--- src/rtl/slow_out_char.sv ---
// slow_out_char
// Slow-output character formatter for the typewriter/punch path.
// A rising edge of STB = T0 & OE & SLOW_OUT is one character event. The OF
// class decode and CH select an ASCII byte, which is queued in a small FIFO
// and presented to the host console link over a valid/ready handshake.
// Each host acceptance starts a pacing countdown that ends in a one-cycle
// TYPE_FB pulse back to the I/O control logic.
//
// Parameters:
//   DEPTH        FIFO entries (power of two, >= 2)
//   PACE_CYCLES  cycles from host acceptance to TYPE_FB (>= 1)
// Optional build macro:
//   G15_OUT_PARITY_EN  when defined, TX_DATA[7] carries the XOR parity of
//                      TX_DATA[6:0], computed at encode time and stored in
//                      the FIFO; otherwise TX_DATA[7]=0 and 7 bits are stored.
//
// Ports:
//   CLOCK, rst_n        clock, asynchronous active-low reset
//   T0, OE, SLOW_OUT    strobe terms
//   DIGIT_OF, SIGN_OF,
//   CR_TAB_OF, WAIT_OF  OF character-class decode (priority top to bottom)
//   CH[3:0]             character code (OA4..OA1)
//   READY               clears OVERRUN and cancels pacing
//   TX_DATA, TX_VALID   FIFO head byte / FIFO not empty
//   TX_READY            host accepts on TX_VALID & TX_READY
//   BUSY                registered: FIFO count >= DEPTH-1
//   TYPE_FB             one-cycle paced typewriter feedback
//   OVERRUN             sticky: a byte was dropped on a full FIFO
module slow_out_char #(
  parameter int DEPTH       = 4,
  parameter int PACE_CYCLES = 16
) (
  input  logic       CLOCK,
  input  logic       rst_n,
  input  logic       T0,
  input  logic       OE,
  input  logic       SLOW_OUT,
  input  logic       DIGIT_OF,
  input  logic       SIGN_OF,
  input  logic       CR_TAB_OF,
  input  logic       WAIT_OF,
  input  logic [3:0] CH,
  input  logic       READY,
  output logic [7:0] TX_DATA,
  output logic       TX_VALID,
  input  logic       TX_READY,
  output logic       BUSY,
  output logic       TYPE_FB,
  output logic       OVERRUN
);

  localparam int AW = $clog2(DEPTH);
  localparam int CW = AW + 1;
  localparam int PW = $clog2(PACE_CYCLES + 1);
`ifdef G15_OUT_PARITY_EN
  localparam int SW = 8;
`else
  localparam int SW = 7;
`endif

  typedef enum logic {ENC_IDLE, ENC_PUSH} enc_state_t;
  typedef enum logic {P_IDLE, P_CNT} pace_state_t;

  // Returns {has_byte, stored_byte}. Class priority: digit, sign, CR/TAB, wait.
  function automatic logic [SW:0] encode_char(
    input logic       dig,
    input logic       sgn,
    input logic       crt,
    input logic       wt,
    input logic [3:0] ch
  );
    logic [6:0] b;
    logic       has;
    b   = 7'h00;
    has = 1'b0;
    if (dig) begin
      has = 1'b1;
      // 0-9 -> '0'..'9'; 10-15 -> 'u'..'z' (0x6B + 10 = 0x75)
      b   = (ch < 4'd10) ? (7'h30 + {3'b000, ch}) : (7'h6B + {3'b000, ch});
    end else if (sgn) begin
      has = ch[0];
      b   = 7'h2D;
    end else if (crt) begin
      has = 1'b1;
      b   = ch[0] ? 7'h0D : 7'h09;
    end else if (wt) begin
      has = 1'b0;
      b   = 7'h00;
    end
`ifdef G15_OUT_PARITY_EN
    return {has, ^b, b};
`else
    return {has, b};
`endif
  endfunction

  logic             stb;
  logic             stb_d;
  logic             char_evt;
  logic [SW:0]      enc_word;
  enc_state_t       enc_state;
  logic             enc_has_p1;
  logic [SW-1:0]    enc_byte_p1;

  logic [SW-1:0]    mem [DEPTH];
  logic [AW-1:0]    wr_ptr;
  logic [AW-1:0]    rd_ptr;
  logic [CW-1:0]    count;
  logic             full;
  logic             push;
  logic             pop;
  logic             wr_en;
  logic [SW-1:0]    head;

  pace_state_t      pace_state;
  logic [PW-1:0]    pace_cnt;

  assign stb      = T0 & OE & SLOW_OUT;
  assign char_evt = stb & ~stb_d;
  assign enc_word = encode_char(DIGIT_OF, SIGN_OF, CR_TAB_OF, WAIT_OF, CH);

  // Stage p0 -> p1: character event captured into the encoder.
  always_ff @(posedge CLOCK or negedge rst_n) begin
    if (!rst_n) begin
      stb_d      <= 1'b0;
      enc_state  <= ENC_IDLE;
      enc_has_p1 <= 1'b0;
    end else begin
      stb_d <= stb;
      case (enc_state)
        ENC_IDLE: begin
          if (char_evt) begin
            enc_has_p1 <= enc_word[SW];
            enc_state  <= ENC_PUSH;
          end
        end
        ENC_PUSH: begin
          enc_has_p1 <= 1'b0;
          enc_state  <= ENC_IDLE;
        end
        default: enc_state <= ENC_IDLE;
      endcase
    end
  end

  always_ff @(posedge CLOCK) begin
    if (char_evt && enc_state == ENC_IDLE) begin
      enc_byte_p1 <= enc_word[SW-1:0];
    end
  end

  // Stage p1 -> FIFO: byte written during the ENC_PUSH cycle.
  assign full     = (count == CW'(DEPTH));
  assign TX_VALID = (count != '0);
  assign pop      = TX_VALID & TX_READY;
  assign push     = (enc_state == ENC_PUSH) & enc_has_p1;
  // A full FIFO still accepts a push when the head leaves in the same cycle.
  assign wr_en    = push & (~full | pop);

  always_ff @(posedge CLOCK) begin
    if (wr_en) begin
      mem[wr_ptr] <= enc_byte_p1;
    end
  end

  always_ff @(posedge CLOCK or negedge rst_n) begin
    if (!rst_n) begin
      wr_ptr  <= '0;
      rd_ptr  <= '0;
      count   <= '0;
      BUSY    <= 1'b0;
      OVERRUN <= 1'b0;
    end else begin
      if (wr_en) wr_ptr <= wr_ptr + 1'b1;
      if (pop)   rd_ptr <= rd_ptr + 1'b1;
      case ({wr_en, pop})
        2'b10:   count <= count + 1'b1;
        2'b01:   count <= count - 1'b1;
        default: count <= count;
      endcase
      // Registered from the current count, so it trails the count by a cycle.
      BUSY <= (count >= CW'(DEPTH - 1));
      if (READY) begin
        OVERRUN <= 1'b0;
      end else if (push && full && !pop) begin
        OVERRUN <= 1'b1;
      end
    end
  end

  assign head = mem[rd_ptr];
`ifdef G15_OUT_PARITY_EN
  assign TX_DATA = TX_VALID ? head : 8'h00;
`else
  assign TX_DATA = TX_VALID ? {1'b0, head} : 8'h00;
`endif

  // Pacing: pulse lands PACE_CYCLES cycles after the last acceptance. The
  // pulse is registered, so it is launched when the counter steps 1 -> 0.
  always_ff @(posedge CLOCK or negedge rst_n) begin
    if (!rst_n) begin
      pace_state <= P_IDLE;
      pace_cnt   <= '0;
      TYPE_FB    <= 1'b0;
    end else begin
      TYPE_FB <= 1'b0;
      if (READY) begin
        pace_state <= P_IDLE;
      end else if (pop) begin
        if (PACE_CYCLES == 1) begin
          TYPE_FB    <= 1'b1;
          pace_state <= P_IDLE;
        end else begin
          pace_cnt   <= PW'(PACE_CYCLES - 1);
          pace_state <= P_CNT;
        end
      end else begin
        case (pace_state)
          P_IDLE: pace_state <= P_IDLE;
          P_CNT: begin
            pace_cnt <= pace_cnt - 1'b1;
            if (pace_cnt == PW'(1)) begin
              TYPE_FB    <= 1'b1;
              pace_state <= P_IDLE;
            end
          end
          default: pace_state <= P_IDLE;
        endcase
      end
    end
  end

endmodule

--- config.mk ---
export PLATFORM = sky130hd
export DESIGN_NAME = slow_out_char
export DESIGN_NICKNAME = d
export VERILOG_FILES = /design/src/rtl/slow_out_char.sv
export SDC_FILE = /design/constraint.sdc
export NUM_CORES = 1
export LEC_CHECK = 0
export ABC_AREA = 1
export CAP_MARGIN = 10
export CORE_MARGIN = 3
export CORE_UTILIZATION = 60
export DETAILED_ROUTE_END_ITERATION = 8
export GPL_ROUTABILITY_DRIVEN = 0
export PLACE_DENSITY = 0.93
export SETUP_SLACK_MARGIN = 0.05
export SLEW_MARGIN = 25
export SYNTH_ARGS = -nofsm -noshare
export SYNTH_HDL_FRONTEND = slang
export SYNTH_SLANG_ARGS = --single-unit
--- constraint.sdc ---
create_clock -name CLOCK -period 2.5 [get_ports CLOCK]
set_input_delay 0.25 -clock CLOCK [delete_from_list [all_inputs] [get_ports CLOCK]]
set_output_delay 0.25 -clock CLOCK [all_outputs]
set_load 0.01 [all_outputs]
==> results.json <==
{
  "grt_usage": 0.190,
  "final_nets": 288,
  "synthCells": 235,
  "die_y_um": 70.2,
  "core_area_sq_um": 3830,
  "hold_ws_ps": 425,
  "antenna_found_initial": 0,
  "peakVddDrop_uv": 740,
  "slew-limit-headroom": 0.414,
  "dieArea_sq_um": 4930,
  "hp-class": "in -> async",
  "clk_path_buf_depth": 2,
  "clk_latency_ps": 310,
  "crit_required_ps": 2250,
  "drive_above_1_share": 0.105,
  "finalSetupViolations": 0,
  "wl_per_cell_um": 13.7,
  "synthMuxAreaShare": 0,
  "hpwl_mm": 3.16,
  "yosysSeqAreaShare": 0.617,
  "synth_top_family_by_area": "simple AND/OR/NAND/NOR gates",
  "grt_first_pass_wirelength_mm": 7.14,
  "antenna_cells": 0,
  "rr_worst_depth": 9,
  "timing.final.hold_violations": 0,
  "syn_nets": 258,
  "h-tree-depth": 2,
  "timing.rr.end": "count[2]$_DFFE_PN0P_",
  "fin_tns_setup_ps": 0,
  "start_util": 0.647,
  "grt_max_degree": 20,
  "overflow": 0,
  "cts_sinks": 54,
  "dpl-instance-area_sq_um": 2780,
  "cts_tree": "yes",
  "first_pass_iters": 4,
  "drc": 0,
  "viasPerCell": 5.36,
  "fin_crit_ps": 2180,
  "rsz0062_at_grt": "false",
  "cts_setup_buffers": 0,
  "yosysWarnings": 0,
  "leakagePower_nw": 1.19,
  "synth-xor-area-share": 0.0212,
  "power.density_cell_area_nw_per_um2": 937,
  "num_vias": 1684,
  "syn_area_sq_um": 2470,
  "synth.distinct_cells": 32,
  "avgSynthCellArea_sq_um": 10.5,
  "cp_max_fo": 16,
  "cts.repair.resized": 0,
  "worstPathArrival_ps": 1930,
  "syn_to_final_growth_pct": 16.2,
  "finClkSkew_ps": 7.91,
  "die_x_um": 70.2,
  "r2r_setup_slack_ps": 840,
  "detail-route-antenna-nets": 0,
  "ys.flop_type": "edfxtp_1",
  "synth_seq_cells": 54,
  "synth-edff-count": 35,
  "synthSimpleGateAreaFrac": 0.165,
  "finalCritPeriodShare": 0.872,
  "ctsRootBufferMaster": "clkbuf_8",
  "cp-end-kind": "output pin",
  "worstSetupPathType": "reg -> out",
  "path_clk_slew_ps": 100,
  "slew_violations": 0,
  "fin_util": 0.751,
  "portBuffers": 24,
  "wirelength_mm": 4.29,
  "synth_fa_ha_area_frac": 0.0435,
  "fmax_ghz": 0.459,
  "maxCapViolCount": 0,
  "drt_iter0_markers": 116,
  "status": "finished, final reports clean",
  "cts_hold_buffers": 0,
  "crit-reg2reg-launch": "count[0]$_DFFE_PN0P_",
  "cts_buffers": 5,
  "synth-async-reset-ratio": 0.352,
  "design_area_sq_um": 2880,
  "grt_pass1_vias": 1661,
  "startpoint_type": "flip-flop",
  "synth_compound_area_frac": 0.0936,
  "core.rowCount": 22,
  "worst_slew_pin_slew_ps": 876,
  "num_io_pins": 27
}
## report_power, final
part	internal, mW	switching [mW]	total [mW]
clock network	0.202	0.285	0.488
logic	0.454	0.573	1.03
registers	1.06	0.117	1.18
total	1.72	0.976	2.69
## flip-flops by register name, summed over array words and instances, names as in the netlist
| name | cells |
|---|---|
| OVERRUN | 1 |
| enc_has_p1 | 1 |
| pace_state | 1 |
| count | 3 |
| BUSY | 1 |
| stb_d | 1 |
| pace_cnt | 5 |
| enc_byte_p1 | 7 |
| enc_state | 1 |
| wr_ptr | 2 |
| mem | 28 |
| TYPE_FB | 1 |
| rd_ptr | 2 |
## critical path, cell delays in order, from the launching register on
cell	delay (ps)
dfrtp_2	580
nor2_1	90
nor2_1	100
o21ai_0	90
a21oi_1	200
clkdlybuf4s50_1	560
## layout make-up
class	count	area, sq um
multi-input cells	146	805
flip-flops and latches	54	1530
well taps	48	60.1
fillers	244	951
inverters	29	111
repair buffers	29	278
clock inverters	3	25.0
clock buffers	5	68.8
## cells by family (layout without fill, tap and decap cells)
group / after synthesis / in the layout
simple gates: 90 / 90
flops: 54 / 54
compound gates: 41 / 41
buf+inv: 35 / 66
fa+ha+maj: 8 / 8
xor+xnor: 6 / 6
other cells: 1 / 1
## synthesized netlist by cell type, types with 2 or more instances
library cell,instances,area share
a21oi_1,12,0.024
o21ai_0,20,0.040
nand3_1,6,0.012
ha_1,7,0.035
dfrtp_1,19,0.19
inv_1,25,0.038
nand4_1,2,0.0051
xor2_1,5,0.018
nand2_2,2,0.0051
nand2_1,24,0.036
edfxtp_1,35,0.42
nand3_2,2,0.0081
nor2_1,45,0.068
nor3_1,2,0.0040
inv_2,4,0.0061
buf_2,3,0.0061
o21ai_1,4,0.0081
nand2_4,2,0.0091
buf_4,2,0.0061
o21a_1,2,0.0061
## how the worst max path moves through the flow
stage / startpoint / end / slack, ps / cells past startpoint
4_1_cts: rd_ptr[0]$_DFFE_PN0P_ / TX_DATA[1] / 170 / 4
6_report: rd_ptr[0]$_DFFE_PN0P_ / TX_DATA[1] / 320 / 5
3_5_place_dp: rd_ptr[0]$_DFFE_PN0P_ / TX_DATA[1] / 530 / 4
2_1_floorplan: count[0]$_DFFE_PN0P_ / count[2]$_DFFE_PN0P_ / 1060 / 8
5_1_grt: rd_ptr[0]$_DFFE_PN0P_ / TX_DATA[1] / 190 / 5
3_3_place_gp: rd_ptr[0]$_DFFE_PN0P_ / TX_DATA[1] / 570 / 4
## cell usage in the layout, fill, tap and decap left out, types with 5 or more instances in the layout
cell,netlist,final
edfxtp_1,35,35
xor2_1,5,5
a21oi_1,12,12
clkbuf_8,0,5
dfrtp_1,19,18
inv_1,25,25
buf_4,2,5
clkdlybuf4s50_1,0,24
nand2_1,24,24
nor2_1,45,45
o21ai_0,20,20
ha_1,7,7
nand3_1,6,6
## per-stage QoR
step | instances | total power [mW] | worst slack [ps]
final | 314 | 2.69 | 320
after global routing | 314 | 2.87 | 188
after CTS | 314 | 2.70 | 165
after detailed placement | 306 | 2.22 | 528
after global placement | 306 | 2.16 | 565
after floorplan | 235 | 1.83 | 1060
## per-layer routing
layer,global-route usage,up-vias,share of wire
met5,0,-,0
li1,-,834,-
met4,0.100,0,0.030
met1,0.219,785,0.41
met2,0.320,49,0.51
met3,0.0532,16,0.048
(Power assumes the default switching activity.)
